## config.mk

```make
export PLATFORM = sky130hd
export DESIGN_NAME = data_bridge
export DESIGN_NICKNAME = d
export VERILOG_FILES = /design/src/rtl/bridge_pkg.sv /design/src/rtl/data_bridge_timer_core.sv /design/src/rtl/data_bridge.sv
export SDC_FILE = /design/constraint.sdc
export NUM_CORES = 1
export LEC_CHECK = 0
export BUFFER_PORTS_ARGS = -buffer_cell sky130_fd_sc_hd__buf_2
export CELL_PAD_IN_SITES_DETAIL_PLACEMENT = 0
export CELL_PAD_IN_SITES_GLOBAL_PLACEMENT = 1
export CORE_ASPECT_RATIO = 1.2
export CORE_MARGIN = 1
export CORE_UTILIZATION = 18
export DETAILED_ROUTE_END_ITERATION = 8
export PLACE_DENSITY_LB_ADDON = 0.3
export SETUP_SLACK_MARGIN = 0.1
export SLEW_MARGIN = 20
export SYNTH_ARGS = -nofsm -noshare
export SYNTH_HDL_FRONTEND = slang
export SYNTH_SLANG_ARGS = --single-unit
```

## constraint.sdc

```tcl
create_clock -name clk -period 1.4 [get_ports clk]
set_clock_uncertainty 0.15 [all_clocks]
set_input_delay 0.14 -clock clk [delete_from_list [all_inputs] [get_ports clk]]
set_output_delay 0.14 -clock clk [all_outputs]
set_load 0.01 [all_outputs]
```

## src/rtl/bridge_pkg.sv

```systemverilog
// Shared address map, CTRL layout, MODE codes and timer state encoding for the
// MEM-stage data bridge and its timer.
package bridge_pkg;

  localparam logic [31:0] DM_BASE  = 32'h0000_0000;
  localparam logic [31:0] DM_LIMIT = 32'h0000_2FFF;
  localparam logic [31:0] TMR_BASE = 32'h0000_7F00;

  // Word index of each timer register (address bits [3:2])
  localparam logic [1:0] REG_CTRL   = 2'd0;
  localparam logic [1:0] REG_PRESET = 2'd1;
  localparam logic [1:0] REG_COUNT  = 2'd2;

  localparam int CTRL_EN       = 0;
  localparam int CTRL_MODE_LSB = 1;
  localparam int CTRL_IM       = 3;
  localparam int CTRL_W        = 4;

  localparam logic [1:0] MODE_ONESHOT = 2'd0;
  localparam logic [1:0] MODE_RELOAD  = 2'd1;

  typedef enum logic [1:0] {
    IDLE = 2'd0,
    LOAD = 2'd1,
    CNT  = 2'd2,
    INT  = 2'd3
  } tmr_state_e;

  // Offset form keeps the check valid for any DM_BASE, including zero
  function automatic logic dm_hit(input logic [31:0] addr);
    return (addr - DM_BASE) <= (DM_LIMIT - DM_BASE);
  endfunction

  function automatic logic tmr_hit(input logic [31:0] addr);
    return (addr[31:4] == TMR_BASE[31:4]) && (addr[3:2] != 2'b11);
  endfunction

endpackage

```

## src/rtl/data_bridge_timer_core.sv

```systemverilog
// Preset-countdown timer: CTRL/PRESET/COUNT registers, the IDLE/LOAD/CNT/INT
// sequencer and the registered interrupt line.
module timer_core
  import bridge_pkg::*;
(
  input  logic        clk,
  input  logic        reset,
  input  logic        we,
  input  logic [1:0]  reg_sel,
  input  logic [31:0] wdata,
  output logic [31:0] rdata,
  output logic        irq
);

  logic [CTRL_W-1:0] ctrl_q, ctrl_d, ctrl_fsm_s;
  logic [31:0]       preset_q, preset_d;
  logic [31:0]       count_q, count_d;
  tmr_state_e        state_q, state_d;
  logic              irq_flag_q, irq_flag_d, irq_flag_fsm_s, irq_set_s;
  logic              irq_q, irq_d;
  logic              ctrl_wr_s, preset_wr_s;

  assign ctrl_wr_s   = we && (reg_sel == REG_CTRL);
  assign preset_wr_s = we && (reg_sel == REG_PRESET);

  // Sequencer reacts to the pre-write CTRL value; a CPU CTRL write then overrides it
  always_comb begin
    state_d        = state_q;
    count_d        = count_q;
    ctrl_fsm_s     = ctrl_q;
    irq_flag_fsm_s = irq_flag_q;
    irq_set_s      = 1'b0;
    case (state_q)
      IDLE: begin
        if (ctrl_q[CTRL_EN]) begin
          state_d = LOAD;
        end else begin
          state_d = IDLE;
        end
      end
      LOAD: begin
        count_d = preset_q;
        state_d = CNT;
      end
      CNT: begin
        if (!ctrl_q[CTRL_EN]) begin
          state_d = IDLE;
        end else if (count_q == 32'd0) begin
          state_d   = INT;
          irq_set_s = 1'b1;
        end else begin
          count_d = count_q - 32'd1;
          state_d = CNT;
        end
      end
      INT: begin
        state_d = IDLE;
        case (ctrl_q[CTRL_MODE_LSB +: 2])
          MODE_ONESHOT: ctrl_fsm_s[CTRL_EN] = 1'b0;
          MODE_RELOAD:  irq_flag_fsm_s      = 1'b0;
          default:      ctrl_fsm_s[CTRL_EN] = 1'b0;
        endcase
      end
      default: state_d = IDLE;
    endcase

    ctrl_d     = ctrl_wr_s ? wdata[CTRL_W-1:0] : ctrl_fsm_s;
    preset_d   = preset_wr_s ? wdata : preset_q;
    // An expiry in the same cycle as a CTRL write is not lost
    irq_flag_d = irq_set_s | (irq_flag_fsm_s & ~ctrl_wr_s);
    irq_d      = irq_flag_d & ctrl_d[CTRL_IM];
  end

  // Timer register state and the registered irq output
  always_ff @(posedge clk or negedge reset) begin
    if (!reset) begin
      ctrl_q     <= '0;
      preset_q   <= 32'd0;
      count_q    <= 32'd0;
      state_q    <= IDLE;
      irq_flag_q <= 1'b0;
      irq_q      <= 1'b0;
    end else begin
      ctrl_q     <= ctrl_d;
      preset_q   <= preset_d;
      count_q    <= count_d;
      state_q    <= state_d;
      irq_flag_q <= irq_flag_d;
      irq_q      <= irq_d;
    end
  end

  // Register read mux; address bits [1:0] are not looked at
  always_comb begin
    case (reg_sel)
      REG_CTRL:   rdata = {{(32-CTRL_W){1'b0}}, ctrl_q};
      REG_PRESET: rdata = preset_q;
      REG_COUNT:  rdata = count_q;
      default:    rdata = 32'd0;
    endcase
  end

  assign irq = irq_q;

endmodule

```

## src/rtl/data_bridge.sv

```systemverilog
// MEM-stage data bridge: decodes DM / timer / unmapped accesses and muxes load data.
// Define BRIDGE_TIMER_EN to include the timer; otherwise its range is unmapped and irq is 0.
module data_bridge
  import bridge_pkg::*;
(
  input  logic        clk,
  input  logic        reset,
  input  logic [31:0] cpu_addr,
  input  logic [31:0] cpu_wdata,
  input  logic [3:0]  cpu_byteen,
  output logic [31:0] cpu_rdata,
  output logic [31:0] dm_addr,
  output logic [31:0] dm_wdata,
  output logic [3:0]  dm_byteen,
  input  logic [31:0] dm_rdata,
  output logic        irq,
  output logic        addr_err
);

  logic        dm_hit_s;
  logic        tmr_hit_s;
  logic [31:0] tmr_rdata_s;

  assign dm_hit_s = dm_hit(cpu_addr);

`ifdef BRIDGE_TIMER_EN
  logic tmr_we_s;

  assign tmr_hit_s = tmr_hit(cpu_addr);
  // Only full-word stores reach the timer
  assign tmr_we_s  = tmr_hit_s && (cpu_byteen == 4'hF);

  timer_core u_timer (
    .clk     (clk),
    .reset   (reset),
    .we      (tmr_we_s),
    .reg_sel (cpu_addr[3:2]),
    .wdata   (cpu_wdata),
    .rdata   (tmr_rdata_s),
    .irq     (irq)
  );
`else
  logic irq_q;

  assign tmr_hit_s   = 1'b0;
  assign tmr_rdata_s = 32'd0;

  // irq keeps its registered form but never leaves zero
  always_ff @(posedge clk or negedge reset) begin
    if (!reset) begin
      irq_q <= 1'b0;
    end else begin
      irq_q <= 1'b0;
    end
  end

  assign irq = irq_q;
`endif

  assign dm_addr   = cpu_addr;
  assign dm_wdata  = cpu_wdata;
  assign dm_byteen = dm_hit_s ? cpu_byteen : 4'h0;
  assign addr_err  = !(dm_hit_s || tmr_hit_s);

  // Same-cycle load data: the core captures it at the next edge
  always_comb begin
    if (dm_hit_s) begin
      cpu_rdata = dm_rdata;
    end else if (tmr_hit_s) begin
      cpu_rdata = tmr_rdata_s;
    end else begin
      cpu_rdata = 32'd0;
    end
  end

endmodule
```

==> metrics.cfg <==
[status]
outcome = finished, violations left
violations = setup timing

[critical_path]
critPathArrivalTime_ps = 1390
crit_path_end_kind = primary output
cp_cell_sequence = buf_2 > nor4_4 > nand4_4 > buf_12 > buf_12 > nor4_4 > buf_2
criticalPathCategory = in -> out
cp.required_ps = 1110
cp.buffers_inverters = 4
slowest_delay_ps = 310
crit_fanout = 13
start_kind = input pin
critPathTopFamily = buffers and inverters
cp_slowest_cell = nor4_4

[final_layout]
drive_gt1_share_pct = 82.3
seq_cells = 0
nClkBuffers = 0
area_growth_pct = 54.2
final_cells = 302
seqCellArea_um2 = 0
num-fill-cells = 747
nets = 319
design_area_um2 = 2040
antennaDiodeCount = 0

[sta]
timing.hold.ws_ps = 130
worst_slew_pin_slew_ps = 487
rsz0062_at_grt = true
setup_ws_ps = -281
fin_crit_ps = 1680
slew_violations = 0
finalCritPeriodShare_pct = 120
max_freq_mhz = 595
hold_violations = 0
setup_violations = 37
relSlewSlack_pct = 67.3

[placed_design]
hpwl_um = 3240
place_area_um2 = 2000
gp_routability_congestion = 0.603
numPortBuffers = 113
dp.cells = 301

[hold_path]
hold_path.class = in -> out

[die]
coreArea_um2 = 6980
io_pins = 204
die_h_um = 96.0
fp.dieW_um = 80.4
die_area_um2 = 7720
start_util_pct = 19.0
rows = 33

[logic_synthesis]
synth_compound_area_share_pct = 0.943
netlist_area_um2 = 1330
synth_cell_types = 13
synth.top_cells.by_area = buf_4 (37%), nor4_2 (28%), nand2b_1 (17%)
yosys.area_share.simple_pct = 55.9
synth.most_common_cell = buf_4
synth_nets = 263
syn_area_per_cell_um2 = 8.24
synth_top_family_by_area = simple AND/OR/NAND/NOR gates
seq_area_frac_synth_pct = 0
yosysWarnings = 0
synth_top_area_cell = buf_4
synth_fa_ha_area_share_pct = 0
syn_inst = 161
ys_top_cells_by_count = buf_4 (65), nand2b_1 (37), nor4_2 (30), clkbuf_1 (9), nor4_1 (7)
synth_xor_xnor_area_share_pct = 0
muxShareOfSynthArea_pct = 0
synth_top_cell_area_share_pct = 36.8

[power]
p_clk_share_pct = 0
swShare_pct = 56.5
p_leak_nw = 0.937
power.share.sequential_pct = 0
p_sw_mw = 0.204
internal_power_mw = 0.158
combPwrFrac_pct = 100.0
ir_drop_uv = 74.7
p_per_area_nw_per_um2 = 177

[global_routing]
grt_use_total_pct = 8.99
antenna_found_initial = 0
grt_overflow = 0
grt_pass1_wl_um = 5660
grt_max_degree = 37
first_global_vias = 1175

[routing]
drt_iter0_drc = 19
drtPass1Iterations = 4
drt-total-wl_um = 3850
vias = 1260
drcViolationCount = 0
vias_per_cell = 4.17
wl_per_cell_um = 12.7
drtAntennaViolNets = 0

[flow_run]
drv_cap = 0

[clocking]
cts_hold_buf = 0

-- logic make-up (layout without fill, tap and decap cells) --
family,after synthesis,after routing
buffers and inverters,80,134
other,1,1
AOI/OAI and AO/OA,1,1
and+or+nand+nor,79,79
-- power groups by stage --
| stage | Sequential, mW | Clock (mW) | Combinational (mW) |
|---|---|---|---|
| after floorplan | 0 | 0 | 0.365 |
| after global placement | 0 | 0 | 0.361 |
| after detailed placement | 0 | 0 | 0.364 |
| after CTS | 0 | 0 | 0.370 |
| after global routing | 0 | 0 | 0.392 |
| final | 0 | 0 | 0.362 |
-- cells in the final DEF (no fill, tap or decap) --
master / netlist / routed
a211oi_2: 1 / 1
buf_12: 0 / 9
buf_2: 1 / 108
buf_4: 65 / 12
buf_6: 3 / 5
conb_1: 1 / 1
nand2b_1: 37 / 36
nand2b_4: 0 / 1
nand4_4: 1 / 1
nor4_1: 7 / 1
nor4_2: 30 / 6
nor4_4: 3 / 33
or2_4: 0 / 1
-- timing repair --
action | CTS | global route
pin swaps | 2 | 2
hold endpoints to repair | 0 | 0
endpoints found under the setup margin | 37 | 37
setup buffers | 1 | 1
gates resized for setup | 7 | 0
-- per-layer routing --
| metal | wire [µm] | vias up | global-route usage (%) |
|---|---|---|---|
| met3 | 330 | 18 | 0.664 |
| met1 | 1340 | 568 | 9.89 |
| met2 | 1990 | 75 | 16.9 |
| met4 | 189 | 0 | 4.76 |
| met5 | 0 | - | 0 |
| li1 | - | 599 | - |
-- path summary, 6_finish.rpt --
path | from | end | slack, ps | cells past startpoint
max | cpu_addr[22] | dm_byteen[1] | -280 | 7
min | cpu_wdata[12] | dm_wdata[12] | 130 | 0
-- cell type report --
class,count,area [µm²],area share [%]
repair buffers,134,867,42.4
multi-input cells,81,1070,52.3
well taps,87,109,5.32
-- metrics by stage --
step | power, mW | TNS [ps] | setup WS (ps) | util, %
after global placement | 0.361 | -9650 | -305 | 28.7
after CTS | 0.370 | -9230 | -305 | 29.2
final | 0.362 | -8110 | -281 | 29.3
after detailed placement | 0.364 | -9680 | -319 | 28.7
after global routing | 0.392 | -11170 | -354 | 29.3
after floorplan | 0.365 | -494 | -16.2 | -
Note: power is estimated with default switching activity, not from simulation.
